**config.mk**
```make
export PLATFORM = sky130hd
export DESIGN_NAME = seq_detector_param
export DESIGN_NICKNAME = d
export VERILOG_FILES = /design/src/rtl/seq_detector_param_pkg.sv /design/src/rtl/seq_detector_param_window.sv /design/src/rtl/seq_detector_param.sv
export SDC_FILE = /design/constraint.sdc
export NUM_CORES = 1
export LEC_CHECK = 0
export BUFFER_PORTS_ARGS = -buffer_cell sky130_fd_sc_hd__buf_2
export CORE_MARGIN = 3
export CORE_UTILIZATION = 40
export DETAILED_ROUTE_END_ITERATION = 10
export GPL_ROUTABILITY_DRIVEN = 0
export GPL_TIMING_DRIVEN = 1
export HOLD_SLACK_MARGIN = 0.1
export SYNTH_ARGS = -nofsm -noshare
export SYNTH_HDL_FRONTEND = slang
export SYNTH_SLANG_ARGS = --single-unit
```
**constraint.sdc**
```tcl
create_clock -name clk -period 1.6 [get_ports clk]
set_input_delay 0.16 -clock clk [delete_from_list [all_inputs] [get_ports clk]]
set_output_delay 0.16 -clock clk [all_outputs]
set_load 0.1 [all_outputs]
```
**src/rtl/seq_detector_param_pkg.sv**
```systemverilog
// Shared constants for the parametrised sequence detector: overlap mode
// encodings and the legal parameter ranges checked at elaboration.
package seq_detector_param_pkg;

  localparam logic MODE_NONOVL = 1'b0;
  localparam logic MODE_OVL    = 1'b1;

  localparam int PAT_LEN_MIN = 2;
  localparam int PAT_LEN_MAX = 16;
  localparam int CNT_W_MIN   = 1;
  localparam int CNT_W_MAX   = 16;

  function automatic bit in_range(input int val, input int lo, input int hi);
    return (val >= lo) && (val <= hi);
  endfunction

endpackage

```
**src/rtl/seq_detector_param_window.sv**
```systemverilog
// Sliding window of accepted bits with fill tracking and Mealy match.
// state   | meaning
// EMPTY   | fill = 0, no valid history
// FILLING | 0 < fill < PAT_LEN
// ARMED   | fill = PAT_LEN, every accepted bit can complete a match
module seq_window
  import seq_detector_param_pkg::*;
#(
  parameter int                 PAT_LEN = 3,
  parameter logic [PAT_LEN-1:0] PATTERN = '0
) (
  input  logic clk,
  input  logic rst_n,
  input  logic d,
  input  logic bit_en,
  input  logic clr,
  input  logic mode,
  output logic match,
  output logic empty,
  output logic armed
);

  localparam int                FILL_W = $clog2(PAT_LEN + 1);
  localparam logic [FILL_W-1:0] FULL   = FILL_W'(PAT_LEN);

  if (!in_range(PAT_LEN, PAT_LEN_MIN, PAT_LEN_MAX)) begin : g_bad_pat_len
    $error("seq_window: PAT_LEN %0d outside %0d..%0d", PAT_LEN, PAT_LEN_MIN, PAT_LEN_MAX);
  end

  logic [PAT_LEN-1:0] hist, hist_n;
  logic [FILL_W-1:0]  fill, fill_n;

  always_comb begin
    hist_n = {hist[PAT_LEN-2:0], d};
    fill_n = (fill == FULL) ? FULL : fill + FILL_W'(1);
    match  = bit_en & ~clr & (fill_n == FULL) & (hist_n == PATTERN);
  end

  assign empty = (fill == '0);
  assign armed = (fill == FULL);

  // Non-overlapping hits restart the window so the next hit needs fresh bits.
  always_ff @(posedge clk or negedge rst_n) begin
    if (!rst_n) begin
      hist <= '0;
      fill <= '0;
    end else if (clr) begin
      hist <= '0;
      fill <= '0;
    end else if (bit_en) begin
      hist <= hist_n;
      fill <= (match && (mode != MODE_OVL)) ? '0 : fill_n;
    end
  end

endmodule

```
**src/rtl/seq_detector_param.sv**
```systemverilog
// Serial pattern detector: registered hit pulse, saturating hit counter,
// run-time overlap selection and synchronous clear.
module seq_detector_param
  import seq_detector_param_pkg::*;
#(
  parameter int                 PAT_LEN = 3,
  parameter logic [PAT_LEN-1:0] PATTERN = '0,
  parameter int                 CNT_W   = 8
) (
  input  logic             clk,
  input  logic             _rst,
  input  logic             D,
  input  logic             bit_en,
  input  logic             overlap,
  input  logic             clr,
  output logic             Q,
  output logic [CNT_W-1:0] hit_cnt,
  output logic             cnt_sat
);

  if (!in_range(CNT_W, CNT_W_MIN, CNT_W_MAX)) begin : g_bad_cnt_w
    $error("seq_detector_param: CNT_W %0d outside %0d..%0d", CNT_W, CNT_W_MIN, CNT_W_MAX);
  end

  logic             mode;
  logic             match;
  logic             win_empty;
  logic             win_armed;
  logic [CNT_W-1:0] cnt_next;

  assign mode = overlap ? MODE_OVL : MODE_NONOVL;

  seq_window #(
    .PAT_LEN (PAT_LEN),
    .PATTERN (PATTERN)
  ) u_window (
    .clk    (clk),
    .rst_n  (_rst),
    .d      (D),
    .bit_en (bit_en),
    .clr    (clr),
    .mode   (mode),
    .match  (match),
    .empty  (win_empty),
    .armed  (win_armed)
  );

  // cnt_sat mirrors the stored count, so it also gates further increments.
  assign cnt_next = (match && !cnt_sat) ? hit_cnt + CNT_W'(1) : hit_cnt;

  always_ff @(posedge clk or negedge _rst) begin
    if (!_rst) begin
      Q       <= 1'b0;
      hit_cnt <= '0;
      cnt_sat <= 1'b0;
    end else if (clr) begin
      Q       <= 1'b0;
      hit_cnt <= '0;
      cnt_sat <= 1'b0;
    end else begin
      Q       <= match;
      hit_cnt <= cnt_next;
      cnt_sat <= &cnt_next;
    end
  end

`ifndef SYNTHESIS
  string win_status;
  always_comb begin
    win_status = "FILLING";
    if (win_empty)      win_status = "EMPTY";
    else if (win_armed) win_status = "ARMED";
    assert (win_status.len() > 0);
  end
`endif

endmodule
```
After elaboration in Yosys (flattened, before gate mapping) --
Index checks and enable logic that the tools add are counted.
Cells by class: multiplexer cells 11, reduce and logical (&&, ||, !) cells 6, bitwise logic cells 5, add/subtract/negate cells 2, equal/unequal tests 2
Operators by type and width (count):
- $mux W8 | 2
- $mux W2 | 6
- $add A8 B1 Y8 const B | 1
- $reduce_and A8 Y1 | 1
- $eq A2 B2 Y1 const B | 2
- $and A1 B1 Y1 | 3
- $logic_not A3 Y1 | 1
- $mux W1 | 3
- $add A2 B1 Y2 const B | 1
- $logic_and A1 B1 Y1 | 2
- $not A1 Y1 | 2
- $reduce_bool A2 Y1 | 1
- $logic_not A1 Y1 | 1
Word-level totals: output and inout bits 10, input bits 6, flip-flop bits (word level) 14, word-level logic and storage cells 31

Depth between registers and ports, before layout --
Gate-level depths: netlist of the first run.
depth in word-level cells 9, gate-level depth with buffers 6, mapped depth without buffers 5

Modules after synthesis --
A second synthesis of the first run with hierarchy kept.
Second synthesis, totals: cells, all modules 75, area total of the unflattened synthesis 794.5 um2
By module, submodules not included:
- seq_detector_param | seq. area each 250.2 um2, cells an instance 54, area each 554.3 um2, times used 1
- seq_window | seq. area each 100.1 um2, cells an instance 21, area each 240.2 um2, times used 1

Worst setup path before layout of the first run --
OpenSTA, ideal clock, no wires.
path type flip-flop to flip-flop, start register hit_cnt[0], end register cnt_sat, slack -816 ps, data required time 1489 ps, stages on the path, launching flop included 6, buffers on the path 0, arrival 2304 ps, path through dfrtp_1 > ha_1 > nand4b_1 > nor4_1 > a2bb2o_1 > a2111oi_2
On the way: cells in the longest elaborated chain, start to end 4
RTL lines:
- start, declared | line seq_detector_param.sv:17 | output logic [CNT_W-1:0] hit_cnt,
- start signal, assigned | line seq_detector_param.sv:62 | hit_cnt <= cnt_next;
- $add A8 B1 Y8 | line seq_detector_param.sv:49 | assign cnt_next = (match && !cnt_sat) ? hit_cnt + CNT_W'(1) : hit_cnt;
- $mux W8 (*) | line seq_detector_param.sv:49
- $reduce_and A8 Y1 (*) | line seq_detector_param.sv:63 | cnt_sat <= &cnt_next;
- $mux W1 (*) | line seq_detector_param.sv:56 | end else if (clr) begin
- end signal, assigned | line seq_detector_param.sv:63
- end, declared | line seq_detector_param.sv:18 | output logic cnt_sat
Mark *: on every way between the ends. The rest lies on a longest branch, timed or not. A chain may end at the register's enable or synchronous reset.

Worst setup path in the final report of the first run --
start register u_window.hist[0], end register cnt_sat
On the way: cells in the longest elaborated chain, start to end 6
RTL lines:
- start, declared | line seq_detector_param_window.sv:30 | logic [PAT_LEN-1:0] hist, hist_n;
- start signal, assigned | line seq_detector_param_window.sv:51 | hist <= hist_n;
- $logic_not A3 Y1 | line seq_detector_param_window.sv:36 | match = bit_en & ~clr & (fill_n == FULL) & (hist_n == PATTERN);
- $and A1 B1 Y1 | line seq_detector_param_window.sv:36
- $logic_and A1 B1 Y1 | line seq_detector_param.sv:49
- $mux W8 | line seq_detector_param.sv:49
- $reduce_and A8 Y1 | line seq_detector_param.sv:63
- $mux W1 | line seq_detector_param.sv:56
Every way passes these cells.

==> results of run 1 <==
## Yosys cell counts, drive strengths merged, types with 2 or more instances
| cell | count |
|---|---|
| a21oi | 5 |
| and3 | 2 |
| buf | 2 |
| dfrtp | 14 |
| inv | 3 |
| mux2i | 3 |
| nand2 | 5 |
| nand3 | 5 |
| nand4 | 2 |
| nor2 | 8 |
| nor2b | 2 |
| nor3 | 2 |
| o31ai | 2 |
| xor2 | 4 |
## sequential cells by signal, indices dropped and copies added, names as in the netlist
signal,cells
hit_cnt,8
Q,1
u_window.fill,2
cnt_sat,1
u_window.hist,2
## cells by family (layout without fill, tap and decap cells)
kind of cell | after synthesis | count (layout) | share of synthesized area
adder cells (fa/ha/maj) | 1 | 1 | 0.0162
flip-flops | 14 | 14 | 0.454
XOR/XNOR | 4 | 4 | 0.0454
AND/OR/NAND/NOR | 35 | 35 | 0.276
AO/OA/AOI/OAI | 13 | 13 | 0.126
buffers and inverters | 6 | 38 | 0.0438
multiplexers | 3 | 3 | 0.0389
## metal layers
metal | vias to the layer above | GRT usage | routed length, um
met3 | 4 | 0.0544 | 71
met5 | - | 0 | 0
met1 | 334 | 0.199 | 812
li1 | 340 | - | -
met2 | 15 | 0.264 | 830
met4 | 0 | 0.0553 | 21
## worst min path at each step
stage | startpoint | end | cells past startpoint
3_3_place_gp | _rst | u_window.fill[0] | 1
3_5_place_dp | _rst | u_window.fill[0] | 1
4_1_cts | overlap | u_window.fill[1] | 3
6_report | overlap | u_window.fill[1] | 3
2_1_floorplan | _rst | Q | 0
5_1_grt | overlap | u_window.fill[1] | 3
## final cells by class
cell class              count  area (um^2)  area share
clock buffers               4         26.3      0.0239
inverters                   3         11.3      0.0103
multi-input cells          56          455       0.415
flip-flops and latches     14          373       0.339
well taps                  25         31.3      0.0285
repair buffers             31          201       0.183
## what timing repair did
action | CTS | global route
setup buffers | 1 | 0
endpoints found under the setup margin | 1 | 6
hold buffers | 1 | 0
pin swaps | 2 | 3
gates resized for setup | 3 | 6
hold endpoints to repair | 14 | 0
## report_power, final
part / switching (mW) / total (mW) / internal [mW]
Combinational: 0.0386 / 0.0682 / 0.0295
Clock: 0.115 / 0.211 / 0.0969
Sequential: 0.00552 / 0.365 / 0.360
## through the flow
stage / total power, mW / setup WS, ns / std cells / hold WS, ns
3_5_place_dp: 0.436 / -0.0383 / 127 / 0.0769
3_3_place_gp: 0.435 / -0.0107 / 127 / 0.0751
5_1_grt: 0.682 / -0.0776 / 133 / 0.163
6_report: 0.645 / -0.0243 / 133 / 0.158
4_1_cts: 0.655 / -0.0282 / 133 / 0.155
2_1_floorplan: 0.405 / -0.191 / 76 / -0.136
## worst reg2reg max path, cell delays in order, from the launching register on
cell                        delay (ns)
sky130_fd_sc_hd__dfrtp_1          0.39
sky130_fd_sc_hd__and4bb_2         0.35
sky130_fd_sc_hd__nand3_4          0.08
sky130_fd_sc_hd__or3_4            0.36
sky130_fd_sc_hd__a2111oi_4        0.33
==> flow_summary.json, run 1 <==
{
  "clk_latency_ns": 0.28,
  "rr_startpoint": "u_window.hist[0]",
  "antenna_found_initial": 0,
  "average_wire_length_per_cell_after_detail_routing_um": 13.0,
  "cts.sink_count": 14,
  "grt_max_degree": 15,
  "die_w_um": 49.9,
  "yosysTopAreaCellShare": 0.454,
  "finish.utilization": 0.616,
  "critical-path-max-stage-delay_ns": 0.39,
  "ys_seq_area_frac": 0.454,
  "mappedNetlistNets": 83,
  "die_height_um": 49.9,
  "worstMarginPinSlew_ns": 0.489,
  "first_global_vias": 690,
  "min_path_type": "primary input to flip-flop",
  "report.final.setup_viol": 1,
  "placementRows": 15,
  "slew-limit-headroom": 0.676,
  "post_synth_main_area_contributors": "sky130_fd_sc_hd__dfrtp_1 45%, sky130_fd_sc_hd__xor2_1 4.5%, sky130_fd_sc_hd__mux2i_1 3.9%",
  "slew_violations": 0,
  "area_growth_pct": 42.3,
  "final_min_period_over_clock_period": 1.02,
  "coreArea_um2": 1780,
  "drive_above_1_share": 0.509,
  "setup_tns_ns": -0.0243,
  "cts_tree": "done",
  "worst-r2r-setup-slack_ns": -0.02,
  "drt_iter0_markers": 14,
  "critPathSlowestCell": "sky130_fd_sc_hd__dfrtp_1",
  "place_area_um2": 1010,
  "crit_cells": 4,
  "r2r-end": "cnt_sat",
  "clock_tree.root_cell": "sky130_fd_sc_hd__clkbuf_4",
  "grt_use_total": 0.162,
  "viasPerCell": 5.21,
  "htree_num_levels": 1,
  "timing.critical_path.from_type": "flip-flop",
  "worst_ir_drop_vdd_uv": 563,
  "total_leakage_power_nw": 0.496,
  "post_synthesis_register_bit_count": 14,
  "dpl.hpwl_mm": 1.29,
  "critical_path.cell_chain": "and4bb_2, nand3_4, or3_4, a2111oi_4",
  "filler_cell_count": 151,
  "floorplan.io_pins": 16,
  "drc_violation_count_after_routing": 0,
  "initial_core_util": 0.433,
  "syn-mean-instance-area_um2": 10.2,
  "timing.clock.skew_ns": 0.00221,
  "synth_enable_flop_cells": 0,
  "post-route-worst-setup-slack_ns": -0.0243,
  "grt_first_pass_wirelength_mm": 3.07,
  "finalWirelength_mm": 1.74,
  "num_antenna_cells": 0,
  "finalHoldViolations": 0,
  "synth_cell_types": 33,
  "max_freq_ghz": 0.616,
  "post-route-min-period_ns": 1.62,
  "endpoint": "cnt_sat",
  "critPathKind": "flip-flop to flip-flop",
  "clk_path_buf_depth": 2,
  "worst-endpoint-arrival_ns": 1.81,
  "port_buffers": 15,
  "cp.buffers_inverters": 0,
  "cp_data_required_time_ns": 1.78,
  "path_max_fanout": 3,
  "via_count": 693,
  "outcome": "complete, but fails checks",
  "layout_common_cells": "15 x sky130_fd_sc_hd__buf_2, 14 x sky130_fd_sc_hd__buf_4, 8 x sky130_fd_sc_hd__nor2_1",
  "drv_cap": 0,
  "inserted_clock_buffers": 3,
  "cellPowerDensity_nw_per_um2": 587,
  "dieArea_um2": 2490,
  "synth-warning-count": 0,
  "setup.worst_path.end_class": "flip-flop",
  "rsz0062_at_grt": "yes",
  "synth_top_area_cell": "sky130_fd_sc_hd__dfrtp_1",
  "synthArstFlopShare": 1.00,
  "violations_in_the_final_reports": "negative setup slack",
  "ant_nets": 0,
  "synth_ff_type": "sky130_fd_sc_hd__dfrtp_1",
  "worst_setup_path_startpoint": "u_window.hist[0]",
  "syn-cell-area_um2": 772,
  "global_route.overflow_total": 0,
  "nets": 116,
  "worst_setup_hold_path_clk_slew_ns": 0.08,
  "postLayoutCellArea_um2": 1100,
  "cp_top_family": "simple AND/OR/NAND/NOR gates",
  "ff2ff_path_depth": 4,
  "drt_pass1_iterations": 4,
  "layout.cells.most_common": "sky130_fd_sc_hd__buf_2",
  "syn-instance-count": 76
}
(Power assumes the default switching activity.)
==> run 2: changes to the inputs <==
--- a/config.mk
+++ b/config.mk
@@ -10,7 +10,7 @@
 export CORE_UTILIZATION = 40
 export DETAILED_ROUTE_END_ITERATION = 10
 export GPL_ROUTABILITY_DRIVEN = 0
-export GPL_TIMING_DRIVEN = 1
+export GPL_TIMING_DRIVEN = 0
 export HOLD_SLACK_MARGIN = 0.1
 export SYNTH_ARGS = -nofsm -noshare
 export SYNTH_HDL_FRONTEND = slang
==> run 2 against run 1 <==
  * Flip-flop and latch count unchanged
  * Die area unchanged
  * Total power up 6.4%
  * Clock skew increased by 0.0080 ns
  * Routed wire length down 0.35%
  * Global-route usage fell by 0.33 points
  * Worst hold slack gained 0.0028 ns
  * Utilization decreased by 2.7 points
  * The flow still finishes with violations (negative setup slack)
  * Cell area decreased by 4.4%
  * First-iteration DRC count shrank 50%
  * Via count shrank 4.3%
  * Worst setup slack worse by 0.026 ns
==> flow_summary.json, run 2 (same netlist as run 1, synthesis figures left out) <==
{
  "final_min_period_over_clock_period": 1.03,
  "critical-path-max-stage-delay_ns": 0.50,
  "slew_violations": 0,
  "timing.critical_path.from_type": "flip-flop",
  "slew-limit-headroom": 0.667,
  "dpl.hpwl_mm": 1.24,
  "post-route-worst-setup-slack_ns": -0.0503,
  "report.final.setup_viol": 2,
  "die_height_um": 49.9,
  "clock_tree.root_cell": "sky130_fd_sc_hd__clkbuf_4",
  "floorplan.io_pins": 16,
  "drv_cap": 0,
  "area_growth_pct": 36.0,
  "drc_violation_count_after_routing": 0,
  "min_path_type": "primary input to flip-flop",
  "worst_hold_path.endpoint": "u_window.fill[1]",
  "global_route.usage.met1": 0.182,
  "critPathSlowestCell": "sky130_fd_sc_hd__dfrtp_4",
  "coreArea_um2": 1780,
  "max_freq_ghz": 0.606,
  "via_count": 663,
  "finalHoldViolations": 0,
  "rr_startpoint": "cnt_sat",
  "worst_setup_hold_path_clk_slew_ns": 0.09,
  "cp_data_required_time_ns": 1.78,
  "cts_tree": "done",
  "antenna_found_initial": 0,
  "ant_nets": 0,
  "drt_pass1_iterations": 4,
  "global_route.peak_usage_layer": "met2",
  "worst_hold_path.num_cells": 3,
  "cellPowerDensity_nw_per_um2": 654,
  "critical_path.cell_chain": "and3b_2, nand3_4, or3_4, a2111oi_4",
  "outcome": "complete, but fails checks",
  "hp-start": "overlap",
  "global_route.overflow_total": 0,
  "worst-endpoint-arrival_ns": 1.83,
  "initial_core_util": 0.433,
  "post-route-min-period_ns": 1.65,
  "grt_max_degree": 15,
  "setup.worst_path.end_class": "flip-flop",
  "dieArea_um2": 2490,
  "worstMarginPinSlew_ns": 0.500,
  "worst-r2r-setup-slack_ns": -0.05,
  "violations_in_the_final_reports": "negative setup slack",
  "ff2ff_path_depth": 4,
  "clk_path_buf_depth": 2,
  "total_leakage_power_nw": 0.470,
  "place_area_um2": 926,
  "inserted_clock_buffers": 3,
  "hold_ws_ns": 0.161,
  "cts.sink_count": 14,
  "placementRows": 15,
  "path_max_fanout": 4,
  "average_wire_length_per_cell_after_detail_routing_um": 13.8,
  "layout.cells.most_common": "sky130_fd_sc_hd__buf_2",
  "die_w_um": 49.9,
  "rsz0062_at_grt": "yes",
  "grt_use_total": 0.159,
  "max_flop_register": "hit_cnt",
  "grt_first_pass_wirelength_mm": 2.98,
  "htree_num_levels": 1,
  "finalWirelength_mm": 1.73,
  "use_met2": 0.271,
  "viasPerCell": 5.30,
  "drive_above_1_share": 0.450,
  "finalPower_uw": 686,
  "clk_latency_ns": 0.29,
  "critPathKind": "flip-flop to flip-flop",
  "first_global_vias": 662,
  "num_antenna_cells": 0,
  "flip_flop_count_of_the_largest_register_after_layout": 8,
  "postLayoutCellArea_um2": 1050,
  "drt_iter0_markers": 7,
  "timing.clock.skew_ns": 0.0102,
  "globalRouteMet3Util": 0.0574,
  "largest_registers": "hit_cnt x8, u_window.fill x2, u_window.hist x2",
  "nets": 108,
  "r2r-end": "cnt_sat",
  "layout_common_cells": "14 x sky130_fd_sc_hd__buf_2, 8 x sky130_fd_sc_hd__nor2_1, 6 x sky130_fd_sc_hd__dfrtp_1, 6 x sky130_fd_sc_hd__buf_4",
  "worst_ir_drop_vdd_uv": 407,
  "port_buffers": 14
}
==> run 2: worst max-delay path by stage <==
| stage | from | endpoint | slack (ns) | cells past startpoint |
|---|---|---|---|---|
| after floorplan | hit_cnt[0] | cnt_sat | -0.19 | 5 |
| after global placement | u_window.hist[0] | cnt_sat | -0.09 | 5 |
| after detailed placement | u_window.hist[0] | cnt_sat | -0.11 | 5 |
| after CTS | cnt_sat | cnt_sat | -0.06 | 4 |
| after global routing | u_window.hist[0] | cnt_sat | -0.11 | 5 |
| final | cnt_sat | cnt_sat | -0.05 | 4 |
==> run 2: final cells by class <==
class	count	area (um^2)
fill	166	733
multi-input combinational	56	458
sequential	14	373
timing repair buffer	20	118
clock buffer	4	36.3
tap	25	31.3
buffer	3	22.5
inverter	3	11.3
==> run 2: per-stage QoR <==
| stage | worst slack [ns] | util | TNS, ns | cells |
|---|---|---|---|---|
| 3_3_place_gp | -0.0917 | 0.519 | -0.0917 | 115 |
| 4_1_cts | -0.0589 | 0.569 | -0.0676 | 124 |
| 2_1_floorplan | -0.191 | - | -0.191 | 76 |
| 5_1_grt | -0.113 | 0.589 | -0.182 | 125 |
| 3_5_place_dp | -0.114 | 0.519 | -0.114 | 115 |
| 6_report | -0.0503 | 0.589 | -0.0542 | 125 |
==> run 2: critical path: cells and delay by family (launching register included) <==
kind,cells,cell delay [ns]
compound gates,1,0.34
flops,1,0.50
simple gates,3,0.71
==> run 2: what timing repair did <==
action                                 in CTS  in global routing
hold buffers                                1                  0
buffers inserted                            4                  1
pin swaps                                   3                  4
endpoints found under the hold margin      14                  0
setup endpoints to repair                   1                  3
resized for setup                           2                  5
==> run 2: where the power goes <==
group	leakage, nW	switching (mW)	internal (mW)
Clock	0.0210	0.119	0.139
Combinational	0.271	0.0383	0.0250
Sequential	0.178	0.00582	0.360
==> run 2: metal layers <==
| metal | wire [um] | up-vias | share of wire |
|---|---|---|---|
| met3 | 87 | 2 | 0.050 |
| met1 | 753 | 325 | 0.44 |
| met4 | 10 | 0 | 0.0058 |
| met2 | 878 | 15 | 0.51 |
| met5 | 0 | - | 0 |
| li1 | - | 321 | - |
